<file path="config.mk">
export PLATFORM = sky130hd
export DESIGN_NAME = llki_mock_keymix_flat
export DESIGN_NICKNAME = d
export VERILOG_FILES = /design/src/rtl/llki_mock_keymix_if.sv /design/src/rtl/llki_mock_keymix.sv /design/src/flat_wrapper.sv
export SDC_FILE = /design/constraint.sdc
export NUM_CORES = 1
export LEC_CHECK = 0
export CAP_MARGIN = 40
export CELL_PAD_IN_SITES_DETAIL_PLACEMENT = 1
export CELL_PAD_IN_SITES_GLOBAL_PLACEMENT = 1
export CORE_ASPECT_RATIO = 0.7
export CORE_MARGIN = 2
export CORE_UTILIZATION = 31
export CTS_CLUSTER_SIZE = 30
export DETAILED_ROUTE_END_ITERATION = 7
export GPL_TIMING_DRIVEN = 0
export PLACE_DENSITY = 0.85
export SYNTH_ARGS = -nofsm -noshare
export SYNTH_HDL_FRONTEND = slang
export SYNTH_SLANG_ARGS = --single-unit
</file>
<file path="constraint.sdc">
create_clock -name clk -period 3.5 [get_ports clk]
set_input_delay 0.35 -clock clk [delete_from_list [all_inputs] [get_ports clk]]
set_output_delay 0.35 -clock clk [all_outputs]
set_load 0.02 [all_outputs]
</file>
<file path="src/rtl/llki_mock_keymix_if.sv">
// Key-load and key-erase channel between a key source and llki_mock_keymix.
// The source drives valid/data/last/clear_req; the unit answers with ready/clear_ack.
interface llki_mock_keymix_if #(
    parameter int WORD_W = 64
);
    logic              load_valid;
    logic              load_ready;
    logic [WORD_W-1:0] load_data;
    logic              load_last;
    logic              clear_req;
    logic              clear_ack;

    modport master (
        output load_valid, load_data, load_last, clear_req,
        input  load_ready, clear_ack
    );

    modport slave (
        input  load_valid, load_data, load_last, clear_req,
        output load_ready, clear_ack
    );
endinterface

</file>
<file path="src/rtl/llki_mock_keymix.sv">
// Mock LLKI key mixer: stores a multi-word key and, once armed, XORs the core key
// with (EXP_KEY ^ stored key) so that only the correct key leaves key_in unchanged.
module llki_mock_keymix #(
    parameter int                          KEY_WORDS  = 2,
    parameter int                          WORD_W     = 64,
    parameter int                          CORE_KEY_W = 56,
    parameter logic [KEY_WORDS*WORD_W-1:0] EXP_KEY    = '0
) (
    input  logic                  clk,
    input  logic                  reset_n,
    llki_mock_keymix_if.slave     ld,
    input  logic                  start,
    input  logic [CORE_KEY_W-1:0] key_in,
    output logic [CORE_KEY_W-1:0] key_out,
    output logic                  key_loaded,
    output logic                  key_error,
    output logic                  armed
);
    localparam int KEY_W = KEY_WORDS * WORD_W;
    localparam int IDX_W = (KEY_WORDS > 1) ? $clog2(KEY_WORDS) : 1;
    localparam logic [IDX_W-1:0] LAST_IDX = IDX_W'(KEY_WORDS - 1);

    typedef enum logic [1:0] {
        ST_EMPTY,
        ST_LOADING,
        ST_LOADED,
        ST_CLEARING
    } state_e;

    state_e                           state_q, state_d;
    logic [IDX_W-1:0]                 idx_q, idx_d;
    logic [KEY_WORDS-1:0][WORD_W-1:0] words_q;
    logic                             key_error_q;
    logic                             armed_q, armed_d;
    logic                             clear_ack_q;

    logic             accept;
    logic             last_idx;
    logic             wr_en;
    logic             zero_all;
    logic             err_set;
    logic             err_clr;
    logic             ack_d;
    logic [KEY_W-1:0] act_key;
    logic [CORE_KEY_W-1:0] mask;

    // Ready is forced low while reset is held so nothing is offered during reset.
    assign ld.load_ready = reset_n && !ld.clear_req &&
                           (state_q == ST_EMPTY || state_q == ST_LOADING);
    assign accept   = ld.load_valid && ld.load_ready;
    assign last_idx = (idx_q == LAST_IDX);

    always_comb begin
        state_d  = state_q;
        idx_d    = idx_q;
        wr_en    = 1'b0;
        zero_all = 1'b0;
        err_set  = 1'b0;
        err_clr  = 1'b0;
        ack_d    = 1'b0;
        armed_d  = armed_q;

        if (ld.clear_req) begin
            state_d  = ST_CLEARING;
            idx_d    = '0;
            zero_all = 1'b1;
            err_clr  = 1'b1;
        end else begin
            unique case (state_q)
                ST_EMPTY, ST_LOADING: begin
                    if (accept) begin
                        wr_en = 1'b1;
                        if (state_q == ST_EMPTY) err_clr = 1'b1;
                        if (ld.load_last && last_idx) begin
                            state_d = ST_LOADED;
                        end else if (ld.load_last || last_idx) begin
                            // Framing broken: drop everything collected so far.
                            state_d  = ST_EMPTY;
                            idx_d    = '0;
                            zero_all = 1'b1;
                            err_set  = 1'b1;
                        end else begin
                            state_d = ST_LOADING;
                            idx_d   = idx_q + IDX_W'(1);
                        end
                    end
                end
                ST_LOADED: begin
                    state_d = ST_LOADED;
                end
                ST_CLEARING: begin
                    state_d  = ST_EMPTY;
                    zero_all = 1'b1;
                    ack_d    = 1'b1;
                end
                default: state_d = ST_EMPTY;
            endcase
        end

        if (ld.clear_req || state_q == ST_CLEARING) armed_d = 1'b0;
        else if (start)                             armed_d = 1'b1;
    end

    always_ff @(posedge clk or negedge reset_n) begin
        if (!reset_n) begin
            state_q     <= ST_EMPTY;
            idx_q       <= '0;
            key_error_q <= 1'b0;
            armed_q     <= 1'b0;
            clear_ack_q <= 1'b0;
        end else begin
            state_q     <= state_d;
            idx_q       <= idx_d;
            armed_q     <= armed_d;
            clear_ack_q <= ack_d;
            if (err_set)      key_error_q <= 1'b1;
            else if (err_clr) key_error_q <= 1'b0;
        end
    end

    always_ff @(posedge clk or negedge reset_n) begin
        if (!reset_n) begin
            words_q <= '0;
        end else if (zero_all) begin
            words_q <= '0;
        end else if (wr_en) begin
            for (int i = 0; i < KEY_WORDS; i++) begin
                if (idx_q == IDX_W'(i)) words_q[i] <= ld.load_data;
            end
        end
    end

    // Word 0 sits in the MSBs of the assembled key.
    for (genvar i = 0; i < KEY_WORDS; i++) begin : g_act
        assign act_key[(KEY_WORDS-1-i)*WORD_W +: WORD_W] = words_q[i];
    end

    if (CORE_KEY_W < KEY_W) begin : g_unused
        logic unused_hi;
        assign unused_hi = ^act_key[KEY_W-1:CORE_KEY_W];
    end

    assign mask         = EXP_KEY[CORE_KEY_W-1:0] ^ act_key[CORE_KEY_W-1:0];
    assign key_out      = armed_q ? (key_in ^ mask) : key_in;
    assign key_loaded   = (state_q == ST_LOADED);
    assign key_error    = key_error_q;
    assign armed        = armed_q;
    assign ld.clear_ack = clear_ack_q;

endmodule

</file>
<file path="src/flat_wrapper.sv">
// flat-port wrapper written by rule: the top's interface ports become plain ports
module llki_mock_keymix_flat 
#(
    parameter int                          KEY_WORDS  = 2,
    parameter int                          WORD_W     = 64,
    parameter int                          CORE_KEY_W = 56,
    parameter logic [KEY_WORDS*WORD_W-1:0] EXP_KEY    = '0
)
  (clk, reset_n, start, key_in, key_out, key_loaded, key_error, armed, ld_load_valid, ld_load_data, ld_load_last, ld_clear_req, ld_load_ready, ld_clear_ack);
  llki_mock_keymix_if #(.WORD_W(WORD_W)) ld_i ();
  input  logic clk;
  input  logic reset_n;
  input  logic start;
  input  logic [CORE_KEY_W-1:0] key_in;
  output logic [CORE_KEY_W-1:0] key_out;
  output logic key_loaded;
  output logic key_error;
  output logic armed;
  input wire logic [$bits(ld_i.load_valid)-1:0] ld_load_valid;
  input wire logic [$bits(ld_i.load_data)-1:0] ld_load_data;
  input wire logic [$bits(ld_i.load_last)-1:0] ld_load_last;
  input wire logic [$bits(ld_i.clear_req)-1:0] ld_clear_req;
  output wire logic [$bits(ld_i.load_ready)-1:0] ld_load_ready;
  output wire logic [$bits(ld_i.clear_ack)-1:0] ld_clear_ack;
  assign ld_i.load_valid = ld_load_valid;
  assign ld_i.load_data = ld_load_data;
  assign ld_i.load_last = ld_load_last;
  assign ld_i.clear_req = ld_clear_req;
  assign ld_load_ready = ld_i.load_ready;
  assign ld_clear_ack = ld_i.clear_ack;
  llki_mock_keymix #(.KEY_WORDS(KEY_WORDS), .WORD_W(WORD_W), .CORE_KEY_W(CORE_KEY_W), .EXP_KEY(EXP_KEY)) u_core (.clk(clk), .reset_n(reset_n), .ld(ld_i), .start(start), .key_in(key_in), .key_out(key_out), .key_loaded(key_loaded), .key_error(key_error), .armed(armed));
endmodule
</file>
==> Yosys cells after proc, flatten, opt, wreduce, memory -nomap -nowiden <==
Cells that the tools add are included.
{ "totals": {"ff_bits": 62, "latchBits": 0, "n_memories": 0, "rom_bits": 0, "out_inout_bits": 61, "in_bits": 126, "ram_bits": 0, "elab_cells": 66} }
{ "classes": {"n_mux": 35, "n_addsub": 1, "eq_ne": 5, "magnitude_cmp": 0, "mul": 0, "bitwise": 1, "n_div": 0, "reduce_logical": 18, "shift": 0} }
{ "ops": {"columns": ["op", "count"], "rows": [
  ["$mux 120", 2],
  ["$mux 56", 2],
  ["$mux 64", 1],
  ["$xor 56x56->56", 1],
  ["$mux 1", 25],
  ["$reduce_bool 2->1", 6],
  ["$mux 2", 3],
  ["$pmux 2 s3", 1],
  ["$eq 2x2->1 const B", 2],
  ["$logic_and 1x1->1", 4],
  ["$logic_or 1x1->1", 3],
  ["$ne 3x2->1 const B", 1],
  ["$reduce_and 3->1", 1],
  ["$eq 2x1->1 const B", 1],
  ["$logic_not 2->1", 1],
  ["$ne 2x2->1 const B", 1],
  ["$pmux 1 s2", 1],
  ["$reduce_and 2->1", 1],
  ["$reduce_or 2->1", 1],
  ["$add 1x1->1 const B", 1],
  ["$logic_not 1->1", 1]
]} }

==> Longest topological paths before layout <==
Gate-level depths: netlist of run 1.
{ "depth": {"ltp_word": 9, "mapped_depth": 6, "ltp_nobuf": 4} }

==> Worst setup path after synthesis of run 1 <==
Ideal clock, no wire load.
{ "synth_timing": {"path_type": "register to output", "startpoint": "register u_core.armed_q (netlist: u_core.armed)", "endpoint": "output port key_out[14]", "required_time_ps": 3150, "stages_incl_launch_ff": 5, "arrival_ps": 1523, "path_buffers": 2, "setup_slack_ps": 1627, "cell_sequence": "dfrtp_1 -> clkbuf_1 -> clkbuf_1 -> nand2_1 -> xnor2_1"} }
{ "synth_between": {"elab_chain_len": 1} }
{ "synth_rtl": {"columns": ["element", "line_no", "rtl"], "rows": [
  ["start: declaration", "llki_mock_keymix.sv:34", "logic armed_q, armed_d;"],
  ["start signal: assignment", "llki_mock_keymix.sv:114", "armed_q <= armed_d;"],
  ["$mux 56", "llki_mock_keymix.sv:144", "assign key_out = armed_q ? (key_in ^ mask) : key_in;"],
  ["end: declaration", "flat_wrapper.sv:15", "output logic [CORE_KEY_W-1:0] key_out;"]
]} }
Every way passes these cells.

==> Final worst setup path of run 1 <==
{ "layout_timing": {"startpoint": "register u_core.armed_q (netlist: u_core.armed)", "endpoint": "output port key_out[36]"} }
The elaborated chain is that of the path after synthesis.

==> results of run 1 <==
## through the flow
step | setup slack (ns) | cell area [um2] | std cells | hold slack [ns]
after global routing | 0.361 | 5880 | 750 | 0.184
after CTS | 0.458 | 5880 | 750 | 0.156
final | 0.482 | 5880 | 750 | 0.117
after floorplan | 1.63 | 3600 | 405 | 0.0544
after detailed placement | 0.819 | 5560 | 735 | 0.509
after global placement | -1.19 | 5560 | 735 | 0.528
## cell type report
class | count | area [um2] | share of cell area [%]
Tap cell | 153 | 191 | 3.25
Sequential cell | 62 | 1550 | 26.4
Clock inverter | 3 | 67.6 | 1.15
Buffer | 38 | 183 | 3.11
Clock buffer | 12 | 256 | 4.36
Multi-Input combinational cell | 303 | 1860 | 31.6
Inverter | 2 | 7.51 | 0.128
Timing Repair Buffer | 177 | 1770 | 30.1
## critical path, delay by kind of cell (launching register included)
| kind | cells | cell delay, ns |
|---|---|---|
| and+or+nand+nor | 1 | 0.20 |
| DFF | 1 | 0.37 |
| xor gates and xnor gates | 1 | 0.17 |
| buffers and inverters | 3 | 1.59 |
## layer usage
layer / global-route usage (%) / vias to the layer above
met4: 7.80 / 0
met2: 37.3 / 114
met1: 25.8 / 1837
li1: - / 1749
met5: 0 / -
met3: 5.23 / 23
## cell usage after synthesis
master                     number
sky130_fd_sc_hd__a211o_1        2
sky130_fd_sc_hd__a211oi_1       1
sky130_fd_sc_hd__a21oi_1       18
sky130_fd_sc_hd__a21oi_2       40
sky130_fd_sc_hd__a221o_1        1
sky130_fd_sc_hd__and3b_1        1
sky130_fd_sc_hd__buf_1          1
sky130_fd_sc_hd__buf_2          2
sky130_fd_sc_hd__buf_6          5
sky130_fd_sc_hd__clkbuf_1      30
sky130_fd_sc_hd__dfrtp_1       62
sky130_fd_sc_hd__ha_1           3
sky130_fd_sc_hd__inv_1          2
sky130_fd_sc_hd__nand2_1       58
sky130_fd_sc_hd__nand2b_1       1
sky130_fd_sc_hd__nand3_1       56
sky130_fd_sc_hd__nand3b_1       2
sky130_fd_sc_hd__nor2_1         2
sky130_fd_sc_hd__nor2b_1        2
sky130_fd_sc_hd__nor3b_1        2
sky130_fd_sc_hd__o21ai_0       58
sky130_fd_sc_hd__xnor2_1       56
## worst max path at each step
stage,from,end,slack [ns],depth (start not counted)
2_1_floorplan,u_core.armed,key_out[14],1.63,4
3_5_place_dp,u_core.armed,key_out[36],0.82,5
6_report,u_core.armed,key_out[36],0.48,5
4_1_cts,u_core.armed,key_out[37],0.46,5
5_1_grt,u_core.armed,key_out[36],0.36,5
3_3_place_gp,reset_n,u_core.act_key[44],-1.19,6
## power breakdown
group	switching [mW]	internal [mW]
Sequential	0.00582	0.722
Clock	0.314	0.658
Combinational	0.192	0.220
## cell families (layout without fill, tap and decap cells)
logic type	after synthesis	in the layout
flops	62	62
buf+inv	40	232
xor+xnor	56	56
simple gates	124	124
compound gates	120	120
fa+ha+maj	3	3
## registers in the layout, summed over array words and instances, names as in the netlist
| name | count |
|---|---|
| u_core.act_key | 56 |
| u_core.idx_q | 1 |
| u_core.armed | 1 |
| u_core.ld.clear_ack | 1 |
| u_core.state_q | 2 |
| u_core.key_error | 1 |
==> reports/summary.txt, run 1 <==
Power density normalized to cell area -> 359 nW/um2
Initial standard-cell utilization of the core -> 32.2%
Total power consumption of the routed design -> 2.11 mW
Detail Route met3 WL -> 661 um
Chip Width -> 133 um
Worst slew slack as a fraction of its limit -> 43.3%
First-pass iteration count of the detailed router -> 4
Reg2reg end -> u_core.act_key[0]
Clock latency on the worst-skew pair -> 0.33 ns
Count of pins over their slew limit -> 0
Proportion of synthesized area in mux cells -> 0%
Total wire length -> 13.1 mm
Required time at the endpoint of the critical path -> 3.15 ns
Number of violations of the max-capacitance limit -> 0
Sort of element at the end of the critical path -> output port
Type of element launching the critical path -> flip-flop
Delay of the slowest cell on the worst path -> 0.62 ns
Final critical-path required period -> 3.02 ns
Share of the core filled with cells in the final layout -> 52.7%
Clock H-tree levels -> 3
Average cell area after synthesis -> 8.89 um2
Number of vias after detailed routing -> 3723
Height of the die -> 94.1 um
Final period util -> 86.2%
Worst-path fanout max -> 10
Post-synthesis to final-layout area growth -> 63.5%
CP max stage cell -> sky130_fd_sc_hd__clkdlybuf4s50_1
Antenna violations before repair -> 0
Clock tree from TritonCTS -> built
Post-Synthesis Cells -> 405
Share of the synthesized netlist area taken by xor and xnor gates -> 13.6%
Setup repair after global routing missed its margin -> no
Final-report hold violation count -> 0
Uppermost layer routed -> met4
Resized cells post-CTS -> 0
Proportion of synthesized chip area in sequential cells -> 43.1%
RePlAce Congestion -> 0.764
Max frequency -> 331 MHz
Area contributors post-synth -> sky130_fd_sc_hd__dfrtp_1, sky130_fd_sc_hd__xnor2_1, sky130_fd_sc_hd__a21oi_2, sky130_fd_sc_hd__o21ai_0, sky130_fd_sc_hd__nand3_1
Ratio of cells with drive above 1 in the final layout -> 10.4%
Routed length on met1 -> 5.66 mm
Ant. Diodes -> 0
Half-perimeter wire length after detailed placement -> 9.84 mm
Met2 Routed Length -> 6.52 mm
Die outline area -> 12500 um2
Yosys warning total -> 0
Cell area after synthesis -> 3600 um2
Total gr overflow -> 0
Number of routed nets with antenna violations -> 0
Commonest cells after routing, fill and taps aside -> sky130_fd_sc_hd__clkdlybuf4s50_1, sky130_fd_sc_hd__dfrtp_1, sky130_fd_sc_hd__nand2_1, sky130_fd_sc_hd__o21ai_0
Beginning of the worst register-to-register path -> u_core.state_q[1]
Arrival time of data at the critical path endpoint -> 2.67 ns
Average routed wire per standard cell -> 17.5 um
Peak supply drop -> 261 uV
Syn_nets -> 534
Core area -> 11200 um2
Dominant combinational cell family by area after synthesis -> compound AO/OA/AOI/OAI gates
Clk slew on worst S/H paths -> 0.05 ns
Adder-cell share of the synthesized area -> 1.04%
Largest net degree at the start of global routing -> 66
Number of buffers inserted during clock tree synthesis -> 9
Static Leak -> 2.09 nW
CTS Root Cell -> sky130_fd_sc_hd__clkbuf_16
Hold buffer count at cts -> 0
R2R cell count -> 5
Vias per cell -> 4.96
Nets -> 722
Initial detailed-routing violation count -> 100
Number of core rows -> 32
Synth Area in Compound Gates -> 21.3%
Global-route usage over all layers -> 21.4%
Most common cell after layout, fill and taps aside -> sky130_fd_sc_hd__clkdlybuf4s50_1
Slack of the worst reg-to-reg path -> 1.49 ns
Run status -> complete, no violations
Worst path cell trace -> clkbuf_1 -> clkbuf_1 -> nand2_1 -> xnor2_1 -> clkdlybuf4s50_1
Remaining routing DRC violations -> 0
CP dominant cell by count -> sky130_fd_sc_hd__clkbuf_1
Final-report setup violation count -> 0
Type of the setup path with the least slack -> flip-flop to output port
Pin slew with the least headroom to its limit -> 0.850 ns
Top cell type's share of synthesized area -> 43.1%
Max clock buf depth -> 2
Vias in the first global route -> 4120
Worst Clk Skew -> 0.00371 ns
Synth Register Bits -> 62
Cell type contributing the most total cell area after synthesis -> sky130_fd_sc_hd__dfrtp_1
Clock tree sinks -> 62
Port Buf Inserts -> 177
Wire length of the first global-routing pass -> 20.9 mm
Number of ports placed on the die boundary -> 187
Post-synthesis share of cell area spent on and, or, nand and nor gates -> 15.6%
Fillcell total -> 1262
Setup TNS Final -> 0 ns
Post-CTS Setup Repair Bufs -> 0
Distinct cell type count of the synthesized netlist -> 22
Class of the tightest hold or removal check -> input port to asynchronous set/reset pin
Note: power is estimated with default switching activity, not from simulation.
==> run 2: changes to the inputs <==
==> constraint.sdc (replaced) <==
create_clock -name clk -period 3.5 [get_ports clk]
set_input_delay 0.35 -clock clk [delete_from_list [all_inputs] [get_ports clk]]
set_output_delay 0.35 -clock clk [all_outputs]
set_load 0.005 [all_outputs]
==> results of run 2 <==
Same layout as run 1 (identical final DEF). Status: complete, no violations.
Among the figures that moved: setup slack after placement 0.819 ns -> 0.922 ns; setup slack after layout 0.482 ns -> 0.585 ns; total power 2.11 mW -> 2.07 mW
==> run 3: changes to the inputs <==
- CORE_UTILIZATION: 31 -> 28
- PLACE_DENSITY: 0.85 -> 0.77
- clock period: 3.5 -> 3 ns (I/O delays scaled with it)
==> run 3 against run 2 <==
Against the previous run:
- cell count grew 1.2%
- flip-flop and latch count is the same
- design area shrank 0.23%
- total power grew 12%
- via count shrank 1.4%
- critical path type unchanged
- highest routed layer unchanged
==> reports/summary.txt, run 3 (synthesis gave the netlist of run 1 again) <==
Average routed wire per standard cell -> 16.4 um (was 17.5 um)
Required time at the endpoint of the critical path -> 2.70 ns (was 3.15 ns)
Clock network power share -> 45.0% (was 47.0%)
Remaining routing DRC violations -> 0 (unchanged)
First-pass iteration count of the detailed router -> 4 (unchanged)
Minimum setup slack after placement -> 0.456 ns (was 0.922 ns)
Chip Width -> 139 um (was 133 um)
Type of element launching the critical path -> flip-flop (unchanged)
Vias in the first global route -> 3990 (was 4120)
Clock tree from TritonCTS -> built (unchanged)
RePlAce Congestion -> 0.745 (was 0.764)
Post-synthesis to final-layout area growth -> 63.1% (was 63.5%)
Clock H-tree levels -> 3 (unchanged)
Beginning of the worst register-to-register path -> u_core.state_q[1] (unchanged)
Static Leak -> 2.08 nW (was 2.09 nW)
Total gr overflow -> 0 (unchanged)
Nets -> 721 (was 722)
Max clock buf depth -> 2 (unchanged)
Number of core rows -> 34 (was 32)
Initial standard-cell utilization of the core -> 28.9% (was 32.2%)
Number of vias after detailed routing -> 3672 (was 3723)
Ant. Diodes -> 0 (unchanged)
Core area -> 12500 um2 (was 11200 um2)
Total area of sequential cells -> 1550 um2 (unchanged)
Pin slew with the least headroom to its limit -> 0.854 ns (was 0.850 ns)
R2R cell count -> 5 (unchanged)
Peak supply drop -> 270 uV (was 261 uV)
Worst Clk Skew -> 0.00363 ns (was 0.00371 ns)
Worst-path fanout max -> 13 (was 10)
Cell area reported after detailed placement -> 5570 um2 (was 5560 um2)
Worst path cell trace -> clkbuf_1 -> nand2_1 -> xnor2_1 -> clkdlybuf4s50_1 (was clkbuf_1 -> clkbuf_1 -> nand2_1 -> xnor2_1 -> clkdlybuf4s50_1)
Final critical-path required period -> 2.65 ns
Area used by multi-input combinational logic -> 1860 um2 (unchanged)
Top cell family by delay on the critical path -> buffers and inverters (unchanged)
Class of the tightest hold or removal check -> input port to asynchronous set/reset pin (unchanged)
Most common cell after layout, fill and taps aside -> sky130_fd_sc_hd__clkdlybuf4s50_1 (unchanged)
Number of ports placed on the die boundary -> 187 (unchanged)
Share of the core filled with cells in the final layout -> 47.1% (was 52.7%)
Port Buf Inserts -> 177 (unchanged)
Post-route cell area -> 5870 um2 (was 5880 um2)
Part of the power in combinational logic -> 18.2% (was 17.8%)
Final-report hold violation count -> 0 (unchanged)
Ratio of cells with drive above 1 in the final layout -> 10.4% (unchanged)
Final period util -> 88.2%
Max frequency -> 378 MHz
CP max stage cell -> sky130_fd_sc_hd__dfrtp_1 (was sky130_fd_sc_hd__clkdlybuf4s50_1)
Power dissipated by switching net loads -> 0.533 mW (was 0.469 mW)
Run status -> complete, no violations (unchanged)
Count of pins over their slew limit -> 0 (unchanged)
Setup slack of the critical path after layout -> 0.353 ns (was 0.585 ns)
Initial detailed-routing violation count -> 78 (was 100)
Final-report setup violation count -> 0 (unchanged)
Seq pwr share -> 36.8% (was 35.2%)
Clock latency on the worst-skew pair -> 0.32 ns (was 0.33 ns)
Switching share of power -> 23.0% (was 22.7%)
Worst slew slack as a fraction of its limit -> 43.1% (was 43.3%)
Delay of the slowest cell on the worst path -> 0.67 ns (was 0.52 ns)
Type of the setup path with the least slack -> flip-flop to output port (unchanged)
Height of the die -> 98.9 um (was 94.1 um)
Antenna violations before repair -> 0 (unchanged)
Global-route usage over all layers -> 18.7% (was 21.4%)
Slack of the worst reg-to-reg path -> 1.02 ns (was 1.49 ns)
CTS Root Cell -> sky130_fd_sc_hd__clkbuf_16 (unchanged)
Total wire length -> 12.4 mm (was 13.1 mm)
Power density normalized to cell area -> 395 nW/um2 (was 352 nW/um2)
Number of routed nets with antenna violations -> 0 (unchanged)
Number of violations of the max-capacitance limit -> 0 (unchanged)
Number of buffers inserted during clock tree synthesis -> 9 (unchanged)
Wire length of the first global-routing pass -> 20.6 mm (was 20.9 mm)
Fillcell total -> 1434 (was 1262)
Largest net degree at the start of global routing -> 66 (unchanged)
Clock tree sinks -> 62 (unchanged)
Clk slew on worst S/H paths -> 0.05 ns (about the same)
Flip-flop count of the largest register after layout -> 56 (unchanged)
Commonest cells after routing, fill and taps aside -> sky130_fd_sc_hd__clkdlybuf4s50_1, sky130_fd_sc_hd__dfrtp_1, sky130_fd_sc_hd__nand2_1, sky130_fd_sc_hd__o21ai_0 (unchanged)
Reg2reg end -> u_core.act_key[50] (was u_core.act_key[0])
Count of buffer and inverter cells on the critical path -> 2 (was 3)
Die outline area -> 13800 um2 (was 12500 um2)
Half-perimeter wire length after detailed placement -> 9.52 mm (was 9.84 mm)
Cell Int Power -> 1.78 mW (was 1.60 mW)
Hold buffer count at cts -> 0 (unchanged)
Setup repair after global routing missed its margin -> no (unchanged)
Vias per cell -> 4.84 (was 4.96)
Sort of element at the end of the critical path -> output port (unchanged)
Arrival time of data at the critical path endpoint -> 2.35 ns (was 2.57 ns)
## run 3: worst register-to-register path: cells and delay by family (launching register included)
| kind | cells | cell delay [ns] |
|---|---|---|
| compound gates | 2 | 0.40 |
| flops | 1 | 0.48 |
| buf+inv | 2 | 0.77 |
| simple gates | 1 | 0.25 |
## run 3: metrics by stage
step                std cells  power [mW]  setup TNS (ns)  hold WS, ns
floorplan                 405       0.991               0      0.00441
global placement          744        1.29         -127.05        0.530
detailed placement        744        1.29               0        0.461
CTS                       760        2.35               0        0.114
global route              759        2.42               0        0.158
finish                    759        2.32               0       0.0706
## run 3: final cells by class
cell class | count | area share (%)
plain buffers | 37 | 3.05
clock buffers | 13 | 4.43
clock inverters | 3 | 0.725
inverters | 2 | 0.128
multi-input cells | 303 | 31.6
flip-flops and latches | 62 | 26.4
well taps | 162 | 3.45
repair buffers | 177 | 30.1
## run 3: power groups by stage
stage          registers [mW]  clock network (mW)  logic [mW]
4_1_cts                 0.849                1.07       0.433
6_report                0.853                1.04       0.422
3_5_place_dp            0.864                   0       0.430
2_1_floorplan           0.862                   0       0.129
5_1_grt                 0.854                1.11       0.457
3_3_place_gp            0.864                   0       0.422
## run 3: worst max path at each step
stage,start,to,slack (ns),depth (start not counted)
after CTS,u_core.armed,key_out[36],0.11,5
after global routing,u_core.armed,key_out[4],0.14,4
after global placement,reset_n,u_core.act_key[45],-1.77,6
after detailed placement,reset_n,u_core.act_key[50],0.46,6
after floorplan,u_core.state_q[1],u_core.act_key[0],1.50,6
final,u_core.armed,key_out[7],0.35,4
## run 3: per-layer routing
metal / part of all wire, % / vias to the layer above / wire [um] / track usage (%)
met5: 0 / - / 0 / 0
met4: 0.79 / 0 / 98 / 3.81
met3: 5.4 / 9 / 667 / 4.76
met2: 49 / 104 / 6100 / 31.9
met1: 45 / 1811 / 5570 / 24.3
li1: - / 1748 / - / -
## run 3: repair_timing
item	in CTS	in global routing
buffers inserted	0	0
gates resized for setup	0	0
setup endpoints to repair	0	4
